**src/rtl/tape_save.sv**
```systemverilog
// tape_save: TAP image writer.
// Reads N bytes of Lynx RAM from base A (save_load for 'M', 0x694D otherwise)
// and streams a TAP file: 22 22 type Llo Lhi [Alo Ahi] data.. [C] [Elo Ehi].
// Ports:
//   clk, reset_n                 clock, async active-low reset
//   save_start/type/len/load/exec start command and file parameters
//   mem_rd, mem_addr, mem_din    single-port RAM read (data one cycle after strobe)
//   out_valid/ready/data/last    byte stream to the upload path
//   busy, done, err              status (done/err are one-cycle pulses)
module tape_save (
    input  logic        clk,
    input  logic        reset_n,
    input  logic        save_start,
    input  logic [7:0]  save_type,
    input  logic [15:0] save_len,
    input  logic [15:0] save_load,
    input  logic [15:0] save_exec,
    output logic        mem_rd,
    output logic [15:0] mem_addr,
    input  logic [7:0]  mem_din,
    output logic        out_valid,
    input  logic        out_ready,
    output logic [7:0]  out_data,
    output logic        out_last,
    output logic        busy,
    output logic        done,
    output logic        err
);
    typedef enum logic [3:0] {
        S_IDLE, S_HDR, S_RD, S_WT, S_DAT, S_TRL, S_EXL, S_EXH, S_DONE
    } state_t;

    localparam logic [7:0] T_B = 8'h42;
    localparam logic [7:0] T_M = 8'h4D;
    localparam logic [7:0] T_D = 8'h44;
    localparam logic [7:0] T_A = 8'h41;

    state_t      r_state, w_next;
    logic [7:0]  r_type;
    logic [15:0] r_len, r_rem, r_addr, r_exec;
    logic [7:0]  r_sum;
    logic [2:0]  r_idx;
    logic [7:0]  r_out_data;
    logic        r_out_valid, r_out_last, r_err;

    logic        w_legal, w_is_m, w_is_b, w_hs;
    logic [2:0]  w_hdr_last, w_hidx;
    logic [7:0]  w_hdr_byte;
    logic [15:0] w_lfield;

    assign w_legal    = (save_type == T_B || save_type == T_M ||
                         save_type == T_D || save_type == T_A) && (save_len != 16'd0);
    assign w_is_m     = (r_type == T_M);
    assign w_is_b     = (r_type == T_B);
    assign w_hs       = r_out_valid & out_ready;
    assign w_hdr_last = w_is_m ? 3'd6 : 3'd4;
    assign w_hidx     = r_idx + 3'd1;
    assign w_lfield   = r_len - 16'd1;

    // Next header byte. r_addr still equals the base address while in HDR,
    // since it only advances once reads begin.
    always_comb begin
        w_hdr_byte = 8'h22;
        case (w_hidx)
            3'd2:    w_hdr_byte = r_type;
            3'd3:    w_hdr_byte = w_lfield[7:0];
            3'd4:    w_hdr_byte = w_lfield[15:8];
            3'd5:    w_hdr_byte = r_addr[7:0];
            3'd6:    w_hdr_byte = r_addr[15:8];
            default: w_hdr_byte = 8'h22;
        endcase
    end

    // State register
    always_ff @(posedge clk or negedge reset_n) begin
        if (!reset_n) r_state <= S_IDLE;
        else          r_state <= w_next;
    end

    // Next-state logic
    always_comb begin
        w_next = r_state;
        case (r_state)
            S_IDLE: if (save_start && w_legal) w_next = S_HDR;
            S_HDR:  if (w_hs && r_idx == w_hdr_last) w_next = S_RD;
            S_RD:   w_next = S_WT;
            S_WT:   w_next = S_DAT;
            S_DAT:  if (w_hs) begin
                        if (r_rem != 16'd1) w_next = S_RD;
                        else if (w_is_b)    w_next = S_DONE;
                        else                w_next = S_TRL;
                    end
            S_TRL:  if (w_hs) w_next = w_is_m ? S_EXL : S_DONE;
            S_EXL:  if (w_hs) w_next = S_EXH;
            S_EXH:  if (w_hs) w_next = S_DONE;
            S_DONE: w_next = S_IDLE;
            default: w_next = S_IDLE;
        endcase
    end

    // Output decode
    always_comb begin
        mem_rd = (r_state == S_RD);
        busy   = (r_state != S_IDLE) && (r_state != S_DONE);
        done   = (r_state == S_DONE);
    end

    // Datapath: latched command, address/count, checksum and the output register
    always_ff @(posedge clk or negedge reset_n) begin
        if (!reset_n) begin
            r_type      <= 8'h00;
            r_len       <= 16'h0000;
            r_rem       <= 16'h0000;
            r_addr      <= 16'h0000;
            r_exec      <= 16'h0000;
            r_sum       <= 8'h00;
            r_idx       <= 3'd0;
            r_out_data  <= 8'h00;
            r_out_valid <= 1'b0;
            r_out_last  <= 1'b0;
            r_err       <= 1'b0;
        end else begin
            r_err <= 1'b0;
            case (r_state)
                S_IDLE: if (save_start) begin
                    if (w_legal) begin
                        r_type      <= save_type;
                        r_len       <= save_len;
                        r_rem       <= save_len;
                        r_exec      <= save_exec;
                        r_addr      <= (save_type == T_M) ? save_load : 16'h694D;
                        r_sum       <= 8'h00;
                        r_idx       <= 3'd0;
                        r_out_data  <= 8'h22;
                        r_out_valid <= 1'b1;
                        r_out_last  <= 1'b0;
                    end else begin
                        r_err <= 1'b1;
                    end
                end
                S_HDR: if (w_hs) begin
                    if (r_idx == w_hdr_last) begin
                        r_out_valid <= 1'b0;
                    end else begin
                        r_idx      <= w_hidx;
                        r_out_data <= w_hdr_byte;
                    end
                end
                S_RD: r_addr <= r_addr + 16'd1;   // 16-bit wrap is intended
                S_WT: begin
                    r_out_data  <= mem_din;
                    r_sum       <= r_sum + mem_din;
                    r_out_valid <= 1'b1;
                    r_out_last  <= w_is_b && (r_rem == 16'd1);
                end
                S_DAT: if (w_hs) begin
                    r_rem <= r_rem - 16'd1;
                    if (r_rem != 16'd1 || w_is_b) begin
                        r_out_valid <= 1'b0;
                        r_out_last  <= 1'b0;
                    end else begin
                        // Checksum follows directly; for 'M' it is not the last byte
                        r_out_data <= r_sum;
                        r_out_last <= !w_is_m;
                    end
                end
                S_TRL: if (w_hs) begin
                    if (w_is_m) begin
                        r_out_data <= r_exec[7:0];
                        r_out_last <= 1'b0;
                    end else begin
                        r_out_valid <= 1'b0;
                        r_out_last  <= 1'b0;
                    end
                end
                S_EXL: if (w_hs) begin
                    r_out_data <= r_exec[15:8];
                    r_out_last <= 1'b1;
                end
                S_EXH: if (w_hs) begin
                    r_out_valid <= 1'b0;
                    r_out_last  <= 1'b0;
                end
                default: ;
            endcase
        end
    end

    assign mem_addr  = r_addr;
    assign out_data  = r_out_data;
    assign out_valid = r_out_valid;
    assign out_last  = r_out_last;
    assign err       = r_err;
endmodule
```
**config.mk**
```make
export PLATFORM = sky130hd
export DESIGN_NAME = tape_save
export DESIGN_NICKNAME = d
export VERILOG_FILES = /design/src/rtl/tape_save.sv
export SDC_FILE = /design/constraint.sdc
export NUM_CORES = 1
export LEC_CHECK = 0
export BUFFER_PORTS_ARGS = -buffer_cell sky130_fd_sc_hd__buf_2
export CELL_PAD_IN_SITES_DETAIL_PLACEMENT = 1
export CELL_PAD_IN_SITES_GLOBAL_PLACEMENT = 2
export CORE_AREA = 5 5 133 135
export CTS_BUF_LIST = sky130_fd_sc_hd__clkbuf_4 sky130_fd_sc_hd__clkbuf_8
export DETAILED_ROUTE_END_ITERATION = 16
export DIE_AREA = 0 0 138 140
export MAX_ROUTING_LAYER = met4
export PLACE_DENSITY_LB_ADDON = 0.1
export REMOVE_ABC_BUFFERS = 1
export SYNTH_ARGS = -nofsm -noshare
export SYNTH_HDL_FRONTEND = slang
export SYNTH_SLANG_ARGS = --single-unit
```
**constraint.sdc**
```tcl
create_clock -name clk -period 6.4 [get_ports clk]
set_clock_uncertainty 0.2 [all_clocks]
set_input_delay 0 -clock clk [delete_from_list [all_inputs] [get_ports clk]]
set_output_delay 0 -clock clk [all_outputs]
set_load 0.02 [all_outputs]
```
# --- After elaboration in Yosys (flattened, before gate mapping) ---
# Index checks and enable logic that the tools add are counted.
op_classes:
  addsub: 5
  n_mul: 0
  div_mod_pow: 0
  n_lt_le_gt_ge: 0
  eq_ne: 39
  shifts: 0
  n_mux: 57
  bitwise_logic: 1
  reduce_logical: 30
op_table:
  columns: ["op", "count"]
  rows:
  - ["$mux 16", 6]
  - ["$mux 8", 11]
  - ["$pmux 16 s2", 2]
  - ["$eq 8x7->1 const B", 6]
  - ["$pmux 8 s6", 1]
  - ["$pmux 8 s5", 1]
  - ["$mux 4", 9]
  - ["$pmux 4 s8", 1]
  - ["$sub 16x1->16 const B", 2]
  - ["$ne 2x2->1 const B", 15]
  - ["$reduce_and 10->1", 2]
  - ["$mux 1", 17]
  - ["$add 16x1->16 const B", 1]
  - ["$eq 16x1->1 const B", 1]
  - ["$eq 4x3->1 const B", 4]
  - ["$ne 16x1->1 const B", 1]
  - ["$pmux 8 s2", 1]
  - ["$reduce_bool 16->1", 1]
  - ["$mux 3", 4]
  - ["$reduce_and 6->1", 2]
  - ["$reduce_bool 6->1", 2]
  - ["$eq 3x3->1 const B", 3]
  - ["$reduce_and 3->1", 3]
  - ["$add 8x8->8", 1]
  - ["other kinds (23)", 35]
word_totals:
  ff_bits: 98
  latch_bits: 0
  ramBits: 0
  mem_bits_ro: 0
  input_bits: 68
  output_inout_bits: 30
  wordCells: 144
  memories: 0

# --- Longest topological paths before layout ---
logic_depth:
  ltp_word: 8
  mapped_depth: 9
  mapped_depth_nobuf: 8

# --- Worst setup path after synthesis ---
# OpenSTA, ideal clock, no wires.
synth_path:
  path_kind: "register -> register"
  start: "reg r_type[5]"
  end: "reg r_out_data[0] (netlist: out_data[0])"
  setup_ps: 125
  arrival_time_ps: 2165
  t_required_ps: 6075
  path_slack_ps: 3910
  stages_incl_launch_ff: 8
  path_buffers: 1
  synth_period_minus_slack_ps: 2490
  cell_sequence: "dfrtp_1 -> or4b_4 -> o211ai_1 -> nand3_1 -> a211oi_2 -> and3_1 -> buf_6 -> mux2_4"
synth_between:
  elab_chain_cells: 5
  elab_cells_between_ends: 9
  classes_between: "eq/ne (6); mux (1); reduce/logical (2)"
synth_rtl:
  columns: ["item", "line", "source"]
  rows:
  - ["start, declared", "39", "logic [7:0] r_type;"]
  - ["start signal, assigned", "127", "r_type <= save_type;"]
  - ["$eq 8x7->1", "53", "assign w_is_m = (r_type == T_M);"]
  - ["$mux 2", "56", "assign w_hdr_last = w_is_m ? 3'd6 : 3'd4;"]
  - ["$eq 3x3->1", "142", "if (r_idx == w_hdr_last) begin"]
  - ["$ne 2x2->1 (no source line)", null, null]
  - ["$reduce_and 10->1 (no source line) *", null, null]
  - ["end signal, assigned", "146", "r_out_data <= w_hdr_byte;"]
  - ["end signal, assigned", "151", "r_out_data <= mem_din;"]
  - ["end signal, assigned", "163", "r_out_data <= r_sum;"]
  - ["end, declared", "43", "logic [7:0] r_out_data;"]
# Every way passes the cells marked *; elsewhere a longest branch is shown, timed or not.
# A chain may end at the register's enable or synchronous reset.

# --- Worst setup path in the final report ---
layout_path:
  start: "reg r_state[1]"
  end: "out mem_rd"
layout_between:
  elab_chain_cells: 1
layout_rtl:
  columns: ["item", "line", "source"]
  rows:
  - ["start, declared", "38", "state_t r_state, w_next;"]
  - ["start signal, assigned", "77", "else r_state <= w_next;"]
  - ["$eq 4x2->1", "103", "mem_rd = (r_state == S_RD);"]
  - ["end, declared", "18", "output logic mem_rd,"]
# Every way passes these cells.

==> run_results.csv <==
group,metric,value,unit
outcome,status,"finished, final reports clean",
critical_path,crit_buf_inv,3,
cts,numCtsBuffers,9,
min_path,min-delay-start,"save_type[5]",
critical_path,setup.worst_path.end_class,"output port",
sta,final.setup.tns,0,ns
cts,cts_setup_buffers,0,
routing,drtIter0Drc,359,
floorplan,io_pins,98,
cts,cts_hold_buf,66,
floorplan,start_util,0.3828,
floorplan,die_area,19320,um2
yosys,yosys.cell_types.count,77,
yosys,yosysWarnings,0,
floorplan,core_area,16350,um2
critical_path,crit_path_max_incr_delay,1.00,ns
sta,rsz0062_at_grt,"no",
global_routing,grt_usage,0.2354,
finish,final_cells,1042,
sta,hold_viol_final,0,
global_routing,grt_pass1_wl,36010,um
yosys,seq_area_frac_synth,0.3918,
placed_design,dp_hpwl,16200,um
routing,post_drt_wl_per_cell,21.30,um
floorplan,die_w,138,um
critical_path,crit_family,"buffers and inverters",
power_and_ir_drop,power_leakage,3.392,nW
critical_path,critPathMaxFanout,25,
cts,ctsResizeCount,0,
cts,clockBufferDepth,2,
run,drv_cap,0,
routing,post-route-drc-count,0,
critical_path,start_kind,"flip-flop",
routing,via_per_inst,5.817,
critical_path,critPathArrivalTime,3.61,ns
finish,post-route-util,0.4747,
critical_path,cp_cell_sequence,"inv_1 -> nor2_1 -> nand2_1 -> clkinv_1 -> buf_2",
finish,drive_above_1_share,0.2105,
global_routing,grt_overflow,0,
global_routing,grt_pass1_vias,6477,
floorplan,die_y,140,um
cts,root_buffer,"clkbuf_8",
yosys,syn_area,6259,um2
sta,maxSlewViolCount,0,
cts,clk_pin_slew,0.10,ns
cts,htree_levels,3,
placed_design,portBuffers,97,
placed_design,place_congestion,0.8739,
routing,ant_nets,0,
sta,max_freq,262.4,MHz
finish,fin_nets,902,
finish,antenna_cells,0,
floorplan,rows,47,
routing,vias,6061,
global_routing,grt_max_degree,59,
yosys,async_flop_share,1.000,
critical_path,cp-startpoint,"r_state[1]",
yosys,synth_cells,672,
critical_path,required,6.20,ns
sta,worstMarginPinSlew,1.164,ns
sta,slew_headroom,0.2169,
power_and_ir_drop,power_density,372.0,nW/um2
sta,setup_violations,0,
yosys,ys_ff_latch,98,
sta,min_period_over_period,0.5955,
cts,clk_latency,0.39,ns
power_and_ir_drop,max-vdd-ir-drop,0.1289,mV
cts,numClockSinks,98,
global_routing,antenna_found_initial,0,
yosys,synth-edff-count,0,
cts,cts_tree,"done",
critical_path,reg2reg_from,"r_state[1]",
critical_path,path_class,"flip-flop to output port",
placed_design,placed_cells,960,
sta,min_period,3.811,ns
critical_path,slowest_stage,"dfrtp_1",
yosys,syn_area_per_cell,9.313,um2
routing,routed_wl,22190,um
min_path,hp-class,"input pin to flip-flop",
finish,syn_to_final_growth,24.01,%
yosys,synthFlopType,"dfrtp_1",
routing,drtPass1Iterations,5,
state kept, by name, indices dropped and copies added (netlist names):
name / count
out_last: 1
r_exec: 16
r_rem: 16
r_sum: 8
out_data: 8
r_state: 4
mem_addr: 16
r_idx: 3
r_type: 8
out_valid: 1
err: 1
r_len: 16
layer usage:
layer / GRT usage / part of all wire
met5: - / 0
met4: 0.07488 / 0.023
met3: 0.02863 / 0.031
met2: 0.3818 / 0.48
met1: 0.3094 / 0.46
tightest hold or removal path: stages:
cell and delay, ns:
buf_2 0.08, nor4b_2 0.07, o2111ai_4 0.24, o21ai_0 0.11, mux2i_1 0.13
cell usage after synthesis, types with 4 or more instances:
library cell	count	area share
and2_1	4	0.0040
a22o_1	11	0.015
o22ai_1	10	0.010
nor2b_1	10	0.010
nand2_1	49	0.029
nand2b_1	9	0.0090
buf_2	4	0.0032
a31oi_1	8	0.0080
ha_1	16	0.032
nor2_1	53	0.032
mux2_4	6	0.014
a222oi_1	6	0.0096
a21oi_1	53	0.042
nand4_1	8	0.0080
nand3_1	19	0.015
a22oi_1	4	0.0048
nand3b_1	4	0.0048
a21o_1	4	0.0048
o211ai_1	7	0.0084
nand4b_1	4	0.0056
a221oi_1	4	0.0056
nor3_1	23	0.018
inv_1	18	0.011
o22a_1	9	0.013
clkbuf_1	24	0.014
o21ai_0	52	0.042
xnor2_1	12	0.017
and3_1	5	0.0050
xor2_1	8	0.011
dfrtp_1	98	0.39
nor4_1	14	0.014
mux2i_1	10	0.016
or3_1	5	0.0050
mux2_2	34	0.061
cell type report:
cell class	instances	area, um2
sequential	98	2452
clock buffer	11	138.9
timing repair buffer	168	1196
tap	220	275.3
inverter	19	71.32
fill	1947	8587
multi-input combinational	521	3588
clock inverter	5	38.79
final timing paths:
check / endpoint / slack (ns) / cells after the start
max in group asynchronous: r_type[1] / 4.77 / 4
worst min-delay path: r_sum[7] / 0.11 / 5
min in group asynchronous: r_sum[1] / 0.45 / 4
worst max register to register: mem_addr[9] / 2.67 / 7
worst max-delay path: mem_rd / 2.59 / 5
worst min register to register: r_rem[13] / 0.31 / 1
cells by family after synthesis:
logic type      synth area share
buf+inv                  0.03559
fa+ha+maj                0.03519
flops                     0.3918
simple gates              0.1913
xor+xnor                 0.03059
compound gates            0.2239
mux                      0.09157
layout by cell type, fill, tap and decap left out, types with 5 or more instances in the layout:
cell type,instances
a31oi_1,8
nor4_1,14
nand4_1,8
ha_1,16
buf_2,96
a222oi_1,6
dlygate4sd3_1,65
nand2b_1,9
nor2_1,53
clkbuf_8,9
xor2_1,8
a21oi_1,53
o22ai_1,10
nand2_1,49
dfrtp_1,98
mux2i_1,10
o22a_1,9
and3_1,5
mux2_4,6
nand3_1,19
nor3_1,23
inv_1,18
buf_4,6
o211ai_1,7
or3_1,5
mux2_2,34
o21ai_0,52
a22o_1,11
nor2b_1,10
xnor2_1,12
power by group:
part	switching, mW	total, mW	internal (mW)	leakage [nW]
combinational	0.824	1.40	0.572	2.05
clock	0.243	0.395	0.152	0.0790
sequential	0.290	1.10	0.805	1.26
total	1.36	2.89	1.53	3.39
per-stage QoR:
stage / cell area [um2] / setup slack, ns / hold WS (ns) / power (mW)
after global placement: 6913 / 2.930 / -0.1774 / 2.411
after CTS: 7761 / 2.621 / 0.09478 / 2.896
final: 7761 / 2.589 / 0.1080 / 2.887
after global routing: 7761 / 2.369 / 0.1541 / 3.081
after floorplan: 6107 / 3.320 / -0.4956 / 1.958
after detailed placement: 6913 / 2.737 / -0.1714 / 2.455
Note: power is estimated with default switching activity, not from simulation.
